[src/rtl/msx_mouse_pkg.sv]
`default_nettype none
// ============================================================================
// Module      : msx_mouse_pkg
// Description : Shared types and constants for the MSX joystick-port mouse
//               host: FSM state encoding, nibble index type, ps2_mouse flag
//               bit positions and default timing parameters.
// Revision    : 1.0 - initial release
// ============================================================================
package msx_mouse_pkg;

    typedef enum logic [1:0] {
        ST_IDLE   = 2'd0,
        ST_SETTLE = 2'd1,
        ST_NEXT   = 2'd2,
        ST_EMIT   = 2'd3
    } state_t;

    // Index of the nibble being read: 0 = X high, 1 = X low, 2 = Y high, 3 = Y low
    typedef logic [1:0] nib_idx_t;

    // Bit positions inside ps2_mouse[7:0]
    localparam int PS2_LBTN = 0;
    localparam int PS2_RBTN = 1;
    localparam int PS2_ONE  = 3;
    localparam int PS2_XSGN = 4;
    localparam int PS2_YSGN = 5;

    // 60 Hz poll and ~50 us settle at 21.48 MHz
    localparam int DEF_POLL_CYCLES   = 357955;
    localparam int DEF_SETTLE_CYCLES = 1074;

endpackage
`default_nettype wire

[src/rtl/msx_mouse_host_sync2.sv]
`default_nettype none
// ============================================================================
// Module      : sync2
// Description : Parameterized-width two-flop synchronizer for asynchronous
//               inputs.
// Ports       : clk  - destination clock
//               rst  - synchronous active-high reset (loads RST_VAL)
//               i_d  - asynchronous input bus
//               o_q  - synchronized output bus (2 cycles of latency)
// Revision    : 1.0 - initial release
// ============================================================================
module sync2 #(
    parameter int               WIDTH   = 1,
    parameter logic [WIDTH-1:0] RST_VAL = '0
) (
    input  logic             clk,
    input  logic             rst,
    input  logic [WIDTH-1:0] i_d,
    output logic [WIDTH-1:0] o_q
);

    logic [WIDTH-1:0] r_meta;
    logic [WIDTH-1:0] r_sync;

    always_ff @(posedge clk) begin
        if (rst) begin
            r_meta <= RST_VAL;
            r_sync <= RST_VAL;
        end else begin
            r_meta <= i_d;
            r_sync <= r_meta;
        end
    end

    assign o_q = r_sync;

endmodule
`default_nettype wire

[src/rtl/msx_mouse_host.sv]
`default_nettype none
// ============================================================================
// Module      : msx_mouse_host
// Description : Initiator side of the MSX joystick-port mouse protocol.
//               Periodically toggles the port strobe, reads four nibbles
//               (X high, X low, Y high, Y low) and buttons, and converts them
//               into a MiSTer-style ps2_mouse packet.
// Ports       : clk_sys   - system clock
//               reset     - synchronous active-high reset
//               enable    - allows new polls to start
//               joy_in    - raw active-low port pins ([3:0] nibble,
//                           [4] left button, [5] right button), asynchronous
//               strobe    - port pin 8 drive
//               busy      - high while a poll sequence is in progress
//               ps2_mouse - {toggle, dy, dx, flags}
// Revision    : 1.0 - initial release
// ============================================================================
module msx_mouse_host
    import msx_mouse_pkg::*;
#(
    parameter int POLL_CYCLES   = DEF_POLL_CYCLES,
    parameter int SETTLE_CYCLES = DEF_SETTLE_CYCLES
) (
    input  logic        clk_sys,
    input  logic        reset,
    input  logic        enable,
    input  logic [5:0]  joy_in,
    output logic        strobe,
    output logic        busy,
    output logic [24:0] ps2_mouse
);

    localparam int c_poll_w   = (POLL_CYCLES   > 1) ? $clog2(POLL_CYCLES)   : 1;
    localparam int c_settle_w = (SETTLE_CYCLES > 1) ? $clog2(SETTLE_CYCLES) : 1;
    localparam logic [c_poll_w-1:0]   c_poll_last   = c_poll_w'(POLL_CYCLES - 1);
    localparam logic [c_settle_w-1:0] c_settle_last = c_settle_w'(SETTLE_CYCLES - 1);

    logic [5:0]            w_joy;
    state_t                r_state;
    state_t                w_state_nx;
    logic [c_poll_w-1:0]   r_poll;
    logic [c_settle_w-1:0] r_settle;
    nib_idx_t              r_nib;
    logic [3:0]            r_raw [4];
    logic [1:0]            r_btn;       // {right, left}, active-high
    logic [1:0]            r_last_btn;
    logic                  r_strobe;
    logic [24:0]           r_ps2;

    logic       w_poll_tc, w_settle_tc;
    logic       w_start, w_sample, w_advance, w_finish, w_emit;
    logic [7:0] w_raw_x, w_raw_y;
    logic [8:0] w_neg_x;
    logic [7:0] w_dx, w_dy, w_flags;

    sync2 #(
        .WIDTH   (6),
        .RST_VAL (6'h3F)   // released, active-low pins idle high
    ) u_sync (
        .clk (clk_sys),
        .rst (reset),
        .i_d (joy_in),
        .o_q (w_joy)
    );

    // ------------------------------------------------------------------
    // Next-state and control decode
    // ------------------------------------------------------------------
    always_comb begin
        w_state_nx  = r_state;
        w_poll_tc   = (r_poll == c_poll_last);
        w_settle_tc = (r_settle == c_settle_last);
        w_start     = 1'b0;
        w_sample    = 1'b0;
        w_advance   = 1'b0;
        w_finish    = 1'b0;
        case (r_state)
            ST_IDLE: begin
                if (w_poll_tc && enable) begin
                    w_start    = 1'b1;
                    w_state_nx = ST_SETTLE;
                end
            end
            ST_SETTLE: begin
                if (w_settle_tc) begin
                    w_sample   = 1'b1;
                    w_state_nx = ST_NEXT;
                end
            end
            ST_NEXT: begin
                if (r_nib == 2'd3) begin
                    w_finish   = 1'b1;
                    w_state_nx = ST_EMIT;
                end else begin
                    w_advance  = 1'b1;
                    w_state_nx = ST_SETTLE;
                end
            end
            ST_EMIT: begin
                w_state_nx = ST_IDLE;
            end
            default: begin
                w_state_nx = ST_IDLE;
            end
        endcase
    end

    // ------------------------------------------------------------------
    // MSX deltas to ps2 convention. MSX positive is left/up, so X is
    // negated; -(-128) does not fit in 8 bits and saturates to +127.
    // Y keeps its sign but -128 is clamped to -127 for symmetry.
    // ------------------------------------------------------------------
    always_comb begin
        w_raw_x = {r_raw[0], r_raw[1]};
        w_raw_y = {r_raw[2], r_raw[3]};
        w_neg_x = 9'd0 - {w_raw_x[7], w_raw_x};
        if (!w_neg_x[8] && w_neg_x[7]) begin
            w_dx = 8'h7F;
        end else if (w_neg_x[8] && !w_neg_x[7]) begin
            w_dx = 8'h81;
        end else begin
            w_dx = w_neg_x[7:0];
        end
        w_dy = (w_raw_y == 8'h80) ? 8'h81 : w_raw_y;

        w_flags           = 8'h00;
        w_flags[PS2_LBTN] = r_btn[0];
        w_flags[PS2_RBTN] = r_btn[1];
        w_flags[PS2_ONE]  = 1'b1;
        w_flags[PS2_XSGN] = w_dx[7];
        w_flags[PS2_YSGN] = w_dy[7];

        w_emit = (r_state == ST_EMIT) &&
                 ((w_dx != 8'h00) || (w_dy != 8'h00) || (r_btn != r_last_btn));
    end

    // ------------------------------------------------------------------
    // State, counters and datapath registers
    // ------------------------------------------------------------------
    always_ff @(posedge clk_sys) begin
        if (reset) begin
            r_state    <= ST_IDLE;
            r_poll     <= '0;
            r_settle   <= '0;
            r_nib      <= '0;
            r_raw      <= '{default: 4'h0};
            r_btn      <= 2'b00;
            r_last_btn <= 2'b00;
            r_strobe   <= 1'b0;
            r_ps2      <= '0;
        end else begin
            // A sequence must always finish before the next poll slot
            assert (4 * SETTLE_CYCLES + 5 < POLL_CYCLES);

            r_state <= w_state_nx;

            // Free-running poll counter: wraps in every state so the poll
            // period stays fixed regardless of sequence activity
            r_poll <= w_poll_tc ? '0 : r_poll + 1'b1;

            if (w_start || w_advance) begin
                r_settle <= '0;
            end else if (r_state == ST_SETTLE) begin
                r_settle <= r_settle + 1'b1;
            end

            if (w_start) begin
                r_nib    <= '0;
                r_strobe <= ~r_strobe;
            end

            if (w_sample) begin
                r_raw[r_nib] <= ~w_joy[3:0];
            end

            if (w_advance) begin
                r_nib    <= r_nib + 2'd1;
                r_strobe <= ~r_strobe;
            end

            if (w_finish) begin
                r_btn <= ~w_joy[5:4];
            end

            if (w_emit) begin
                r_ps2      <= {~r_ps2[24], w_dy, w_dx, w_flags};
                r_last_btn <= r_btn;
            end
        end
    end

    assign strobe    = r_strobe;
    assign busy      = (r_state != ST_IDLE);
    assign ps2_mouse = r_ps2;

endmodule
`default_nettype wire

[config.mk]
export PLATFORM = sky130hd
export DESIGN_NAME = msx_mouse_host
export DESIGN_NICKNAME = d
export VERILOG_FILES = /design/src/rtl/msx_mouse_pkg.sv /design/src/rtl/msx_mouse_host_sync2.sv /design/src/rtl/msx_mouse_host.sv
export SDC_FILE = /design/constraint.sdc
export NUM_CORES = 1
export LEC_CHECK = 0
export CAP_MARGIN = 25
export CORE_ASPECT_RATIO = 0.5
export CORE_MARGIN = 1.5
export CORE_UTILIZATION = 30
export DETAILED_ROUTE_END_ITERATION = 10
export PLACE_DENSITY_LB_ADDON = 0.15
export SYNTH_ARGS = -nofsm -noshare
export SYNTH_HDL_FRONTEND = slang
export SYNTH_SLANG_ARGS = --single-unit
[constraint.sdc]
create_clock -name clk_sys -period 2.15 [get_ports clk_sys]
set_clock_uncertainty 0.15 [all_clocks]
set_input_delay 0.215 -clock clk_sys [delete_from_list [all_inputs] [get_ports clk_sys]]
set_output_delay 0.215 -clock clk_sys [all_outputs]
set_load 0.02 [all_outputs]
==> flow_metrics.tcl <==
set metrics [dict create \
    synth_commonest_cells "dfxtp_1 (85), nor2_1 (52), nand2_1 (33)" \
    cap_violations 0 \
    drive_above_1_share_pct 17.2 \
    fin_nets 548 \
    crit_type "reg2reg" \
    routedWlPerCell_um 13.9 \
    io-pin-count 36 \
    htreeDepth 3 \
    drtPass1Iterations 5 \
    areaGrowthSynthToFinish_pct 27.0 \
    whs_ns 0.0903 \
    synth_seq_cells 85 \
    maxSlewViolCount 0 \
    cts_buffers 9 \
    p_per_area_nw_per_um2 642 \
    synth_warnings 0 \
    post-synth-top-count-cell "dfxtp_1" \
    yosys.area.top_type "dfxtp_1" \
    cts.sinks 85 \
    placementRows 29 \
    clock_latency_ns 0.34 \
    gr-total-overflow 0 \
    finalSetupViolCount 0 \
    drt_wl_total_mm 9.83 \
    via_per_inst 4.93 \
    synthTopCellsByArea "dfxtp_1 (42%), nor2_1 (4.8%), nand3_1 (3.5%)" \
    cts.path.max_buffers 2 \
    required_ns 2.21 \
    antenna_cells 0 \
    worstHoldPathType "in2reg" \
    worstPathArrival_ns 2.13 \
    fin_crit_sh_pct 96.0 \
    peakVddDrop_mv 0.558 \
    synth_enable_flop_cells 0 \
    die_area_um2 14400 \
    cp_max_fo 4 \
    clk_pin_slew_ns 0.06 \
    core_um2 13000 \
    drc 0 \
    yosysTopAreaCellShare_pct 41.6 \
    ys_seq_area_share_pct 41.6 \
    synthFlopType "dfxtp_1" \
    syn_inst 475 \
    power.leakage_nw 1.89 \
    place_hpwl_mm 6.89 \
    grtUsageTotal_pct 14.6 \
    cts_tree "done" \
    fmax_ghz 0.484 \
    clock-root-buffer "clkbuf_16" \
    drt_iter0_drc 326 \
    end_kind "register" \
    antenna_found_initial 0 \
    grt_pass1_vias 3231 \
    yosysUniqueCellTypes 55 \
    gp_congestion 0.816 \
    routed-via-count 3476 \
    worstSetupStartpointType "register" \
    status "finished clean" \
    initial_core_util_pct 31.5 \
    portBuffers 32 \
    die_x_um 168 \
    drt.antenna.violating_nets 0 \
    grt_pass1_wl_mm 16.6 \
    fin_tns_setup_ns 0 \
    p_total_w 0.00334 \
    period_needed_ns 2.06 \
    die_y_um 85.6 \
    grt_max_degree 35 \
    synth_area_um2 4090 \
    avgSynthCellArea_um2 8.61 \
    ys_async_sr_fraction_pct 0 \
    finalHoldViolCount 0 \
]
[metal layers]
layer	track usage, %	vias up	share of wire [%]
met3	3.69	2	2.2
met4	3.65	0	0.36
met2	21.2	33	42
met5	0	-	0
li1	-	1800	-
met1	21.4	1641	55
[area by class of cell]
class | instances | area [µm²]
Multi-Input combinational cell | 336 | 2200
Clock inverter | 5 | 60.1
Timing Repair Buffer | 76 | 703
Inverter | 22 | 82.6
Tap cell | 170 | 213
Clock buffer | 11 | 233
Fill cell | 1347 | 7790
Sequential cell | 85 | 1700
[timing repair]
item,CTS,global route
endpoints found under the setup margin,3,36
hold buffers,0,0
pin swaps,0,6
resized for setup,1,21
setup buffers,0,2
gates cloned,0,1
[cell usage in the layout (no fill, tap or decap), types with 4 or more instances in the layout]
master            n
a211oi_1          4
a21oi_1          26
a311oi_1         16
and3_1            6
buf_4            37
buf_6             4
clkbuf_16        10
clkdlybuf4s50_1  31
dfxtp_1          83
ha_1              8
inv_1            20
nand2_1          33
nand3_1          29
nand4_1          23
nor2_1           52
nor2b_1          17
nor3_1            7
o21ai_0           6
or2_2            12
or4_1             6
xnor2_1          16
xor2_1           16
[cell families (layout without fill, tap and decap cells)]
logic type      count (synthesis)  in the layout  share of synthesized area [%]
other cells                     1              3                         0.0917
simple gates                  205            205                           26.5
compound gates                 87             87                           16.0
flops                          85             85                           41.6
fa+ha+maj                       9              9                           2.75
xor+xnor                       32             32                           6.85
buf+inv                        56            114                           6.18
[where the power goes]
part	leakage [nW]	internal [W]	switching, W
Clock	0.145	0.000908	0.000647
Combinational	1.05	0.0000759	0.0000866
Sequential	0.689	0.00160	0.0000165
[final timing paths]
path,to,cells after the start,from,slack [ns]
setup / recovery,ps2_mouse[1]$_SDFFE_PP0P_,5,r_raw[8]$_SDFFE_PP0P_,0.09
hold / removal,ps2_mouse[13]$_SDFFE_PP0P_,2,reset,0.09
setup reg to reg,ps2_mouse[1]$_SDFFE_PP0P_,5,r_raw[8]$_SDFFE_PP0P_,0.09
hold reg to reg,r_btn[0]$_SDFFE_PP0P_,1,u_sync.o_q[4]$_SDFF_PP1_,0.25
[flip-flops by register name (all words and copies together) (netlist names)]
signal         flops
strobe             1
r_raw             16
ps2_mouse         19
u_sync.o_q         6
r_settle          11
r_nib              2
u_sync.r_meta      6
r_poll            19
r_btn              2
r_state            2
r_last_btn         1
[per-stage QoR]
stage	std cells	instance area [µm²]	utilization, %	setup slack (ns)
final	705	5190	40.0	0.0851
after global routing	705	5190	40.0	-0.00481
after CTS	702	5090	39.2	-0.00873
after detailed placement	686	4790	36.9	0.0150
after global placement	686	4790	36.9	0.0536
after floorplan	477	4100	-	0.00968
[critical path: stages, from the launching register on]
cell	delay, ns
dfxtp_2	0.33
or3_4	0.38
or4_4	0.46
a211o_1	0.37
o21ai_0	0.16
nand3_1	0.09
Note: power is estimated with default switching activity, not from simulation.
